`config.mk`:
```
export PLATFORM = sky130hd
export DESIGN_NAME = reg_dump_reader
export DESIGN_NICKNAME = d
export VERILOG_FILES = /design/src/rtl/reg_dump_reader.sv
export SDC_FILE = /design/constraint.sdc
export NUM_CORES = 1
export LEC_CHECK = 0
export ABC_CLOCK_PERIOD_IN_PS = 1600
export BUFFER_PORTS_ARGS = -buffer_cell sky130_fd_sc_hd__buf_2
export CAP_MARGIN = 0
export CORE_ASPECT_RATIO = 1.1
export CORE_MARGIN = 10
export CORE_UTILIZATION = 33
export DETAILED_ROUTE_END_ITERATION = 12
export GPL_TIMING_DRIVEN = 1
export PLACE_DENSITY = 0.67
export SLEW_MARGIN = 15
export SYNTH_ARGS = -nofsm -noshare
export SYNTH_HDL_FRONTEND = slang
export SYNTH_SLANG_ARGS = --single-unit
```
`constraint.sdc`:
```
create_clock -name CLK -period 1.6 [get_ports CLK]
set_input_delay 0.08 -clock CLK [delete_from_list [all_inputs] [get_ports CLK]]
set_output_delay 0.08 -clock CLK [all_outputs]
set_load 0.01 [all_outputs]
```
`src/rtl/reg_dump_reader.sv`:
```
// Sequential RegFile dump engine: walks an inclusive, wrapping register range through
// one combinational read port and streams {addr,data} beats on a valid/ready handshake.
// It also snoops the RegFile write port and flags registers overwritten after capture.
module reg_dump_reader #(
    parameter int DATA_W   = 16,
    parameter int ADDR_W   = 4,
    parameter int NUM_REGS = 1 << ADDR_W
) (
    input  logic                CLK,
    input  logic                Reset,
    input  logic                start,
    input  logic [ADDR_W-1:0]   firstReg,
    input  logic [ADDR_W-1:0]   lastReg,
    output logic [ADDR_W-1:0]   RegAddr,
    input  logic [DATA_W-1:0]   RegData,
    input  logic                regWrite,
    input  logic [ADDR_W-1:0]   writeAddr,
    output logic                outValid,
    input  logic                outReady,
    output logic [ADDR_W-1:0]   outAddr,
    output logic [DATA_W-1:0]   outData,
    output logic                busy,
    output logic                done,
    output logic [NUM_REGS-1:0] staleMask
);

    typedef enum logic [1:0] {
        S_IDLE,
        S_READ,
        S_OUT,
        S_DONE
    } state_e;

    state_e                state_q,     state_d;
    logic [ADDR_W-1:0]     ptr_q,       ptr_d;
    logic [ADDR_W-1:0]     last_q,      last_d;
    logic [ADDR_W-1:0]     out_addr_q,  out_addr_d;
    logic [DATA_W-1:0]     out_data_q,  out_data_d;
    logic                  out_valid_q, out_valid_d;
    logic [NUM_REGS-1:0]   captured_q,  captured_d;
    logic [NUM_REGS-1:0]   stale_q,     stale_d;
    logic                  busy_w;
    logic                  write_is_stale;

    assign busy_w    = (state_q != S_IDLE);
    assign RegAddr   = ptr_q;
    assign outValid  = out_valid_q;
    assign outAddr   = out_addr_q;
    assign outData   = out_data_q;
    assign busy      = busy_w;
    assign done      = (state_q == S_DONE);
    assign staleMask = stale_q;

    // A write landing on the READ edge for ptr is stale too: the old value is what gets captured.
    assign write_is_stale = captured_q[writeAddr] ||
                            ((state_q == S_READ) && (writeAddr == ptr_q));

    always_comb begin
        // NOTE: every _d starts as its _q so each path through the case holds state without inferring a latch.
        state_d     = state_q;
        ptr_d       = ptr_q;
        last_d      = last_q;
        out_addr_d  = out_addr_q;
        out_data_d  = out_data_q;
        out_valid_d = out_valid_q;
        captured_d  = captured_q;
        stale_d     = stale_q;

        unique case (state_q)
            S_IDLE: begin
                if (start) begin
                    ptr_d      = firstReg;
                    last_d     = lastReg;
                    captured_d = '0;
                    stale_d    = '0;
                    state_d    = S_READ;
                end
            end
            S_READ: begin
                out_data_d          = RegData;
                out_addr_d          = ptr_q;
                captured_d[ptr_q]   = 1'b1;
                out_valid_d         = 1'b1;
                state_d             = S_OUT;
            end
            S_OUT: begin
                if (outReady) begin
                    out_valid_d = 1'b0;
                    if (ptr_q == last_q) begin
                        state_d = S_DONE;
                    end else begin
                        ptr_d   = ptr_q + ADDR_W'(1);
                        state_d = S_READ;
                    end
                end
            end
            S_DONE: begin
                state_d = S_IDLE;
            end
            default: begin
                state_d = S_IDLE;
            end
        endcase

        // Idle writes never touch the mask, so a finished dump's result survives until the next start.
        if (busy_w && regWrite && write_is_stale) begin
            stale_d[writeAddr] = 1'b1;
        end
    end

    always_ff @(posedge CLK) begin
        // NOTE: non-blocking assignments here so every flop samples pre-edge values regardless of statement order.
        if (Reset) begin
            state_q     <= S_IDLE;
            ptr_q       <= '0;
            last_q      <= '0;
            out_addr_q  <= '0;
            out_data_q  <= '0;
            out_valid_q <= 1'b0;
            captured_q  <= '0;
            stale_q     <= '0;
        end else begin
            state_q     <= state_d;
            ptr_q       <= ptr_d;
            last_q      <= last_d;
            out_addr_q  <= out_addr_d;
            out_data_q  <= out_data_d;
            out_valid_q <= out_valid_d;
            captured_q  <= captured_d;
            stale_q     <= stale_d;
        end
    end

endmodule
```
## Word level (Yosys, flattened, before mapping)

Cells that the tools add are included.

| operators by class | value |
|---|---|
| add/sub/neg operators | 1 |
| $mul | 0 |
| divide/modulo/power cells | 0 |
| magnitude comparators | 4 |
| eq/ne operators | 8 |
| shift operators | 0 |
| muxes and demuxes | 21 |
| bitwise operators | 2 |
| reductions and logical operators | 16 |

Operator list:

| operator | number |
|---|---|
| $mux 16 | 4 |
| $or 16x16->16 | 2 |
| $pmux 16 s2 | 1 |
| $mux 4 | 3 |
| $lt 4x5->1 const B | 2 |
| $demux 1 s4 | 2 |
| $eq 4x4->1 | 2 |
| $ge 4x1->1 const B | 2 |
| $pmux 2 s4 | 1 |
| $pmux 4 s2 | 1 |
| $reduce_and 2->1 | 4 |
| $reduce_bool 2->1 | 4 |
| $mux 2 | 3 |
| $ne 2x2->1 const B | 3 |
| $logic_and 1x1->1 | 5 |
| $add 4x1->4 const B | 1 |
| $bmux 1 s4 | 1 |
| $eq 2x2->1 const B | 2 |
| $mux 1 | 4 |
| $reduce_and 4->1 | 1 |
| $eq 2x1->1 const B | 1 |
| $logic_not 2->1 | 1 |
| $pmux 1 s2 | 1 |
| $logic_or 1x1->1 | 1 |

| storage, ports and cells | value |
|---|---|
| register bits after elaboration | 63 |
| latch bits | 0 |
| RAM bits | 0 |
| bits in read-only memories | 0 |
| input port bits | 33 |
| output and inout bits | 43 |
| logic and storage cells | 60 |
| memories kept | 0 |

## Depth between registers and ports, before layout

Gate-level depths: netlist of run 1.

| logic depth | value |
|---|---|
| word-level depth | 6 |
| gate-level depth with buffers | 8 |
| depth with buffers taken out | 6 |

## Worst setup path before layout of run 1

No wires, ideal clock.

| timing | value |
|---|---|
| kind | register -> register |
| start point | register ptr_q[0] (netlist: RegAddr[0]) |
| end point | register ptr_q[1] (netlist: RegAddr[1]) |
| library setup time | 0.128 ns |
| data arrival time | 1.565 ns |
| required time | 1.472 ns |
| setup slack | -0.092 ns |
| stages on the path, launching flop included | 8 |
| buffers on the path | 1 |
| period minus slack after synthesis | 1.692 ns |
| cells stage by stage | dfxtp_1 -> clkbuf_1 -> inv_1 -> ha_1 -> nor3b_1 -> mux2_2 -> a21oi_1 -> nor2_1 |

| on the way | value |
|---|---|
| longest elaborated chain between the ends | 4 |
| elaborated cells between the ends (all ways) | 7 |
| those cells by class | add/sub (1); eq/ne (2); mux (3); reduce/logical (1) |

RTL lines:

| what | RTL line | source |
|---|---|---|
| from (decl) | 35 | `logic [ADDR_W-1:0] ptr_q, ptr_d;` |
| from (signal assigned) | 124 | `ptr_q <= ptr_d;` |
| $add 4x1->4 | 92 | `ptr_d = ptr_q + ADDR_W'(1);` |
| $mux 4 | 89 | `if (ptr_q == last_q) begin` |
| $mux 4 | 87 | `if (outReady) begin` |
| $pmux 4 s2 | 69 | `unique case (state_q)` |

Parallel ways exist; a longest one is shown, timed or not. The select of a mux whose other input is x is not followed.
A chain may end at the register's enable or synchronous reset.

## Final worst setup path of run 1

| timing | value |
|---|---|
| start point | register captured_q[11] |
| end point | register stale_q[6] (netlist: staleMask[6]) |

| on the way | value |
|---|---|
| longest elaborated chain between the ends | 5 |

RTL lines:

| what | RTL line | source |
|---|---|---|
| from (decl) | 40 | `logic [NUM_REGS-1:0] captured_q, captured_d;` |
| from (signal assigned) | 129 | `captured_q <= captured_d;` |
| $bmux 1 s4 | 55 | `assign write_is_stale = captured_q[writeAddr] \|\|` |
| $mux 1 (implied by the code) | 55 |  |
| $logic_or 1x1->1 | 55 |  |
| $logic_and 1x1->1 | 106 | `if (busy_w && regWrite && write_is_stale) begin` |
| $mux 16 | 106 |  |
| to (signal assigned) | 130 | `stale_q <= stale_d;` |
| to (decl) | 41 | `logic [NUM_REGS-1:0] stale_q, stale_d;` |

No other way between the ends. The select of a mux whose other input is x is not followed.

==> run_results.csv, run 1 <==
group,metric,value,unit
setup_path,crit_chain,"mux4_2, nand2_2, nand2_2, or3_4, a32o_1",
setup_path,end_kind,"flop",
cells_and_area,design_area,3730,um2
setup_path,cp.depth,5,
place,place.gp.congestion,0.884,
clocking,cts_tree,"built",
cells_and_area,final_layout_size_suffix_gt1_frac,0.317,
clocking,path_clk_slew,0.07,ns
setup_path,startpoint_type,"flop",
global_route,grt_pass1_wl,12500,um
logic_synthesis,syn_avg_cell_area,8.66,um2
status,status,"complete, but fails checks",
setup_path,cp_top_family,"multiplexers",
global_route,antenna_found_initial,0,
clocking,cts.path.max_buffers,2,
status,violations,"setup timing",
floorplanning,start_util,0.338,
sta,final-hold-violation-count,0,
setup_path,cp_slowest_stage_delay,0.47,ns
place,hpwl,5370,um
clocking,cts_made_buffers,9,
setup_path,crit_top_cell,"nand2_2",
routing,avgRoutedWirePerCell,14.2,um
power_and_ir_drop,powerDensity,998,nW/um2
logic_synthesis,synth_top_area_frac,0.474,
place,place_inst,491,
global_route,grt_max_degree,42,
hold_path,hold_class,"primary input to flop",
setup_path,cp_slowest_cell,"mux4_2",
logic_synthesis,yosys_register_bits,63,
sta,relSlewSlack,0.718,
logic_synthesis,synthesis.area,2660,um2
logic_synthesis,ys_seq_area_frac,0.474,
routing,drc,0,
power_and_ir_drop,irDropWorstVdd,0.000444,V
logic_synthesis,synth_edf_count,0,
logic_synthesis,synth_cell_types,42,
clocking,root_buffer,"clkbuf_8",
place,placed_cell_area,3250,um2
routing,ant_nets,0,
floorplanning,dieHeight,114,um
cells_and_area,fillers,776,
cells_and_area,syn2layout_area_growth,40.2,%
floorplanning,ioPinCount,76,
sta,fin_crit,1.63,ns
place,dp_slack,-0.0850,ns
sta,fmax,0.612,GHz
logic_synthesis,synth_top_flop_cell,"dfxtp_1",
setup_path,crit_type,"flop to flop",
setup_path,cp_num_buf_inv,0,
routing,drt-initial-drc-count,229,
power_and_ir_drop,post-layout-total-power,3.72,mW
cells_and_area,stdcell_count,531,
clocking,clock_sinks,63,
place,port_buffers,75,
routing,vias,2506,
clocking,clock_latency,0.34,ns
hold_path,worstHoldPathCells,2,
logic_synthesis,syn-num-nets,344,
sta,drv_slew,0,
logic_synthesis,synth_area_leaders,"dfxtp_1 (47%), nand2_1 (9.5%), a21oi_1 (5.3%), a32oi_1 (5.3%), nor2_1 (4.5%)",
setup_path,worstPathRequired,1.83,ns
global_route,gr-total-overflow,0,
global_route,first_global_vias,2466,
floorplanning,die_area,12100,um2
logic_synthesis,synth_top_cells_by_count,"nand2_1 (67), dfxtp_1 (63), nor2_1 (32)",
sta,period_share,1.02,
cells_and_area,final_util,0.474,
power_and_ir_drop,p_leak,1.61,nW
setup_path,arrival,1.86,ns
routing,dr.pass1.iters,5,
floorplanning,core,7870,um2
logic_synthesis,async_flop_share,0,
logic_synthesis,ys_warn_count,0,
logic_synthesis,yosysTopAreaCell,"dfxtp_1",
setup_path,reg2reg_depth,5,
sta,setup_viol,3,
clocking,h-tree-depth,3,
run,cap_violations,0,
global_route,grt_usage,0.124,
sta,skew,0.00968,ns
floorplanning,row_count,34,
logic_synthesis,syn_inst,307,
logic_synthesis,synth_most_common_cell,"nand2_1",
cells_and_area,fin_nets,455,
routing,via_per_inst,4.72,
sta,timing.final.ws_setup,-0.0340,ns
sta,rsz0062_at_grt,"yes",
setup_path,worst-path-max-fanout,4,
sta,worst_pin_slew,0.423,ns
floorplanning,die_x,106,um
cells_and_area,antennaDiodeCount,0,
routing,routed_wl,7530,um
[path summary, 6_finish.rpt]
| kind | from | endpoint | slack [ns] |
|---|---|---|---|
| setup / recovery | captured_q[11] | staleMask[6] | -0.03 |
| setup reg to reg | captured_q[11] | staleMask[6] | -0.03 |
| hold reg to reg | outData[3] | outData[3] | 0.45 |
| hold / removal | Reset | outData[1] | 0.03 |
[sequential cells by signal, summed over array words and instances, names as in the netlist]
register,cells
state_q,2
captured_q,16
last_q,4
outValid,1
outData,16
RegAddr,4
outAddr,4
staleMask,16
[report_power, final]
group,switching [mW],internal (mW),total [mW]
combinational,0.305,0.252,0.557
clock,0.629,0.878,1.51
sequential,0.0346,1.62,1.65
total,0.969,2.75,3.72
[routing by layer]
metal / vias to the layer above / global-route usage / wire length, um
li1: 1287 / - / -
met1: 1142 / 0.144 / 3220
met2: 73 / 0.213 / 3760
met3: 4 / 0.0411 / 482
met4: 0 / 0.0379 / 68
met5: - / 0 / 0
[cell families after synthesis]
group,after synthesis,share of synthesized area
AND/OR/NAND/NOR,127,0.208
AO/OA/AOI/OAI,72,0.184
flip-flops,63,0.474
buffers and inverters,27,0.0423
XOR/XNOR,8,0.0264
multiplexers,6,0.0461
adder cells (fa/ha/maj),4,0.0188
[stage by stage]
step / hold slack (ns) / TNS (ns)
finish: 0.0300 / -0.0640
global route: 0.0269 / -0.470
floorplan: 0.176 / -0.00981
global placement: 0.322 / -0.326
CTS: 0.0127 / -0.0753
detailed placement: 0.325 / -0.673
[repair_timing]
action,in CTS,in global routing
hold buffers,22,0
gates resized for setup,5,9
buffers inserted,1,1
setup endpoints to repair,16,16
hold endpoints to repair,22,0
pin swaps,1,8
[area by class of cell]
type	count	area, um2	share of cell area
clock buffer	9	124	0.0332
clock inverter	7	97.6	0.0262
inverter	4	15.0	0.00403
multi-input combinational	217	1300	0.348
sequential	63	1270	0.340
tap	108	135	0.0362
timing repair buffer	123	791	0.212
[cell usage in the layout, fill, tap and decap left out, types with 6 or more instances in the layout]
master and instances:
a21oi_1 28, a32oi_1 16, buf_2 75, buf_4 26, clkbuf_8 9, dfxtp_1 58
dlygate4sd3_1 22, nand2_1 65, nor2_1 31, nor2b_1 6, xnor2_1 7
(Power assumes the default switching activity.)
==> inputs of run 2 (changes only) <==
- ABC_CLOCK_PERIOD_IN_PS: 1600 -> 1700
- CORE_ASPECT_RATIO: 1.1 -> not set
- CORE_UTILIZATION: 33 -> 40
- PLACE_DENSITY: 0.67 -> 0.74
- clock period: 1.6 -> 1.7 ns (I/O delays scaled with it)
==> run 2 against run 1 <==
Against the previous run:
- the run now ends clean
- flip-flop and latch count unchanged
- sequential share of layout area up 0.64 points
- wire length down 2.2%
- non-clock buffer count down 8
- critical path depth unchanged
- via count up 0.80%
- clock power up 5%
- critical path type unchanged
- largest cell class unchanged
- largest power group is now clock
==> run_results.csv, run 2 (same netlist as run 1, synthesis figures left out) <==
group,metric,value,unit
routing,vias,2526,
clocking,clock_sinks,63,
floorplanning,die_x,102,um
setup_path,cp_top_family,"multiplexers",
routing,via_per_inst,5.13,
floorplanning,row_count,29,
setup_path,arrival,1.87,ns
floorplanning,die_area,10300,um2
global_route,grt_max_degree,48,
global_route,gr-total-overflow,0,
routing,drc,0,
power_and_ir_drop,sequentialPowerShare,0.428,
setup_path,worstPathRequired,1.94,ns
global_route,first_global_vias,2434,
routing,ant_nets,0,
setup_path,crit_top_cell,"nand2_2",
clocking,path_clk_slew,0.07,ns
run,cap_violations,0,
routing,wl_met3,588,um
sta,fin_crit,1.64,ns
cells_and_area,seq_area,1260,um2
clocking,root_buffer,"clkbuf_8",
sta,final-hold-violation-count,0,
sta,setup_viol,0,
cells_and_area,antennaDiodeCount,0,
cells_and_area,fillers,573,
sta,relSlewSlack,0.679,
status,status,"finished clean",
clocking,cts.path.max_buffers,2,
sta,tns,0,ns
cells_and_area,syn2layout_area_growth,37.2,%
setup_path,crit_chain,"mux4_2, nand2_2, nand2_2, or3_4, a32o_1",
clocking,cts_made_buffers,9,
place,place.gp.congestion,0.883,
floorplanning,core,6390,um2
power_and_ir_drop,post-layout-total-power,3.65,mW
global_route,grt_usage,0.143,
routing,routed-wl-met2,3620,um
clocking,cts_tree,"built",
hold_path,hold_class,"primary input to flop",
place,port_buffers,75,
setup_path,crit_type,"flop to flop",
global_route,antenna_found_initial,0,
cells_and_area,final_cell_mix,"buf_2 (75), nand2_1 (66), dfxtp_1 (61), nor2_1 (32), a21oi_1 (28)",
sta,worst_pin_slew,0.482,ns
power_and_ir_drop,p_leak,1.58,nW
power_and_ir_drop,swShare,0.241,
routing,drt-initial-drc-count,186,
power_and_ir_drop,irDropWorstVdd,0.000609,V
routing,avgRoutedWirePerCell,15.0,um
place,hpwl,5200,um
cells_and_area,multi_input_area,1290,um2
clocking,clock_latency,0.35,ns
sta,period_share,0.963,
power_and_ir_drop,p_int,2.77,mW
setup_path,worst-path-max-fanout,4,
floorplanning,ioPinCount,76,
power_and_ir_drop,powerDensity,1000,nW/um2
routing,routed_wl,7370,um
sta,skew,0.00928,ns
setup_path,end_kind,"flop",
routing,top_layer,"met4",
global_route,grt_pass1_wl,12000,um
power_and_ir_drop,p_clk_frac,0.432,
cells_and_area,final_layout_size_suffix_gt1_frac,0.287,
floorplanning,start_util,0.416,
routing,met1_length,3010,um
setup_path,cp_slowest_stage_delay,0.47,ns
routing,dr.pass1.iters,4,
sta,drv_slew,0,
power_and_ir_drop,comb_power_share,0.140,
setup_path,cp_num_buf_inv,0,
clocking,h-tree-depth,3,
setup_path,cp_slowest_cell,"mux4_2",
power_and_ir_drop,power.switching,0.880,mW
cells_and_area,final_common_cell,"buf_2",
floorplanning,dieHeight,102,um
cells_and_area,fin_nets,447,
setup_path,startpoint_type,"flop",
sta,rsz0062_at_grt,"yes",
sta,fmax,0.611,GHz
-- run 2: cell count changes in the layout (fill, tap and decap cells not counted), moves of 2 or more --
| cell | change |
|---|---|
| clkinvlp_4 | -2 |
| dfxtp_2 | -3 |
| clkinv_4 | -2 |
| buf_4 | -8 |
| clkbuf_1 | +3 |
| dfxtp_1 | +3 |
-- run 2: what timing repair did --
action / CTS / global route
hold buffers: 21 / 0
setup buffers: 0 / 1
cloned: 0 / 0
pin swaps: 2 / 5
resized for setup: 2 / 6
endpoints found under the hold margin: 21 / 0
endpoints found under the setup margin: 3 / 18
-- run 2: layout make-up --
cell class,count,area share
repair buffers,115,0.203
inverters,4,0.00412
multi-input cells,217,0.355
clock buffers,13,0.0408
flip-flops and latches,63,0.346
well taps,77,0.0264
clock inverters,3,0.0247
-- run 2: worst paths after layout --
kind	start	to	slack [ns]	depth (start not counted)
worst max-delay path	captured_q[10]	staleMask[4]	0.06	5
worst min-delay path	firstReg[3]	RegAddr[3]	0.02	3
worst max register to register	captured_q[10]	staleMask[4]	0.06	5
worst min register to register	staleMask[2]	staleMask[2]	0.45	2
-- run 2: worst min-delay path, delay by kind of cell --
kind                   cells  cell delay (ns)
AOI/OAI and AO/OA          1             0.07
and+or+nand+nor            1             0.06
buffers and inverters      1             0.10
-- run 2: power groups by stage --
stage | Combinational (mW) | Sequential (mW) | Clock, mW
global placement | 0.449 | 1.59 | 0
finish | 0.512 | 1.56 | 1.58
detailed placement | 0.456 | 1.59 | 0
CTS | 0.496 | 1.56 | 1.60
floorplan | 0.265 | 1.60 | 0
global route | 0.565 | 1.57 | 1.66
-- run 2: layer usage --
layer	vias to the layer above	global-route usage
met4	0	0.0675
met2	86	0.231
li1	1270	-
met5	-	0
met3	14	0.0531
met1	1156	0.163
-- run 2: through the flow --
step | instance area [um2] | utilization | hold slack (ns) | setup slack, ns | cells
detailed placement | 3180 | 0.498 | 0.330 | -0.0198 | 454
global route | 3650 | 0.571 | 0.0197 | -0.0170 | 492
global placement | 3180 | 0.498 | 0.326 | 0.00710 | 454
finish | 3650 | 0.571 | 0.0228 | 0.0635 | 492
CTS | 3620 | 0.568 | 0.0166 | 0.00883 | 491
floorplan | 2660 | - | 0.181 | 0.00780 | 307
==> inputs of run 3 (changes only) <==
- SETUP_SLACK_MARGIN: not set -> 0.3
==> run 3 against run 2 <==
Against the previous run:
- largest cell class unchanged
- non-clock buffer count rose by 11
- flip-flop and latch count unchanged
- cell area increased by 8.1%
- sequential power about the same
- largest power group unchanged
- total power rose by 3.2%
- core utilization up 4.6 points
- setup slack worse by 0.027 ns
==> run_results.csv, run 3 (same netlist as run 1, synthesis figures left out) <==
group,metric,value,unit
sta,fmax,0.601,GHz
power_and_ir_drop,irDropWorstVdd,0.000518,V
clocking,cts.path.max_buffers,2,
clocking,clock_sinks,63,
place,place_inst,453,
cells_and_area,fin_nets,458,
power_and_ir_drop,post-layout-total-power,3.76,mW
cells_and_area,antennaDiodeCount,0,
floorplanning,die_area,10300,um2
hold_path,hold_class,"primary input to flop",
hold_path,min_from,"RegData[10]",
routing,vias,2592,
routing,routed_wl,7990,um
setup_path,cp_slowest_stage_delay,0.47,ns
status,status,"finished clean",
global_route,grt_usage,0.154,
cells_and_area,final_layout_size_suffix_gt1_frac,0.392,
power_and_ir_drop,p_leak,1.70,nW
sta,drv_slew,0,
setup_path,worstPathRequired,1.94,ns
sta,worst_pin_slew,0.505,ns
sta,relSlewSlack,0.663,
routing,dr.pass1.iters,4,
place,placed_cell_area,3190,um2
clocking,clock_latency,0.35,ns
cells_and_area,final_util,0.617,
cells_and_area,design_area,3940,um2
global_route,first_global_vias,2601,
clocking,h-tree-depth,3,
setup_path,crit_type,"flop to flop",
global_route,antenna_found_initial,0,
floorplanning,dieHeight,102,um
floorplanning,ioPinCount,76,
floorplanning,row_count,29,
setup_path,arrival,1.90,ns
setup_path,startpoint,"captured_q[11]",
sta,setup_viol,0,
cells_and_area,fillers,513,
clocking,root_buffer,"clkbuf_8",
routing,via_per_inst,5.15,
routing,avgRoutedWirePerCell,15.9,um
clocking,cts_tree,"built",
setup_path,cp_slowest_cell,"mux4_2",
setup_path,crit_top_cell,"nand2_2",
sta,period_share,0.979,
sta,fin_crit,1.66,ns
run,cap_violations,0,
setup_path,startpoint_type,"flop",
global_route,grt_pass1_wl,12800,um
cells_and_area,syn2layout_area_growth,48.3,%
routing,drc,0,
global_route,grt_max_degree,49,
place,hpwl,5340,um
clocking,path_clk_slew,0.07,ns
floorplanning,start_util,0.416,
setup_path,worst-path-max-fanout,4,
place,place.gp.congestion,0.825,
cells_and_area,final_common_cell,"buf_2",
global_route,gr-total-overflow,0,
clocking,cts_made_buffers,9,
place,dp_slack,0.0343,ns
sta,rsz0062_at_grt,"yes",
floorplanning,die_x,102,um
cells_and_area,stdcell_count,503,
setup_path,end_kind,"flop",
sta,final-hold-violation-count,0,
place,port_buffers,75,
sta,timing.final.ws_setup,0.0362,ns
sta,skew,0.00436,ns
floorplanning,core,6390,um2
setup_path,r2r_start,"captured_q[11]",
routing,ant_nets,0,
cells_and_area,final_cell_mix,"buf_2 (75), nand2_1 (65), dfxtp_1 (54), nor2_1 (29), a21oi_1 (27)",
routing,drt-initial-drc-count,233,
setup_path,crit_chain,"mux4_2, nand2_2, nand2_2, or3_4, a32o_1",
power_and_ir_drop,powerDensity,955,nW/um2
-- run 3: cell count changes in the layout (fill, tap and decap cells not counted), sizes merged --
cell      previous run  this run
buf                 94       105
clkinvlp             0         1
clkbuf              13        10
clkinv               0         2
-- run 3: path summary, 6_finish.rpt --
path                    to  slack [ns]  cells past startpoint
min            outData[10]        0.01                      3
min reg2reg  staleMask[11]        0.45                      2
max           staleMask[4]        0.04                      5
max reg2reg   staleMask[4]        0.04                      5
-- run 3: worst max-delay path, delay by kind of cell, from the launching register on --
family          cells  cell delay, ns
simple gates        3            0.50
mux                 1            0.47
flops               1            0.32
compound gates      1            0.27
-- run 3: metrics by stage --
step           hold WS [ns]  TNS, ns
4_1_cts            0.000514        0
2_1_floorplan         0.181        0
3_5_place_dp          0.332        0
3_3_place_gp          0.326        0
5_1_grt             0.00360  -0.0177
6_report            0.00988        0
-- run 3: report_power, final --
| group | switching, mW | total (mW) | internal [mW] |
|---|---|---|---|
| logic | 0.319 | 0.606 | 0.287 |
| registers | 0.0480 | 1.57 | 1.52 |
| clock network | 0.580 | 1.59 | 1.01 |
| total | 0.946 | 3.76 | 2.82 |
-- run 3: layer usage --
metal,vias to the layer above,global-route usage,wire [um]
li1,1291,-,-
met1,1209,0.171,3220
met2,76,0.263,4020
met3,16,0.0483,556
met4,0,0.0729,193
met5,-,0,0
-- run 3: area by class of cell --
class / count / area (um2) / area share
clock buffer: 10 / 138 / 0.0349
clock inverter: 6 / 108 / 0.0273
inverter: 4 / 15.0 / 0.00381
multi-input combinational: 217 / 1460 / 0.371
sequential: 63 / 1280 / 0.326
tap: 77 / 96.3 / 0.0244
timing repair buffer: 126 / 838 / 0.213
-- run 3: what timing repair did --
action                                  4_1_cts  5_1_grt
buffers inserted                              8        5
pin swaps                                     3       12
gates resized for setup                      23       33
hold buffers                                 21        0
endpoints found under the setup margin       40       42
endpoints found under the hold margin        21        0
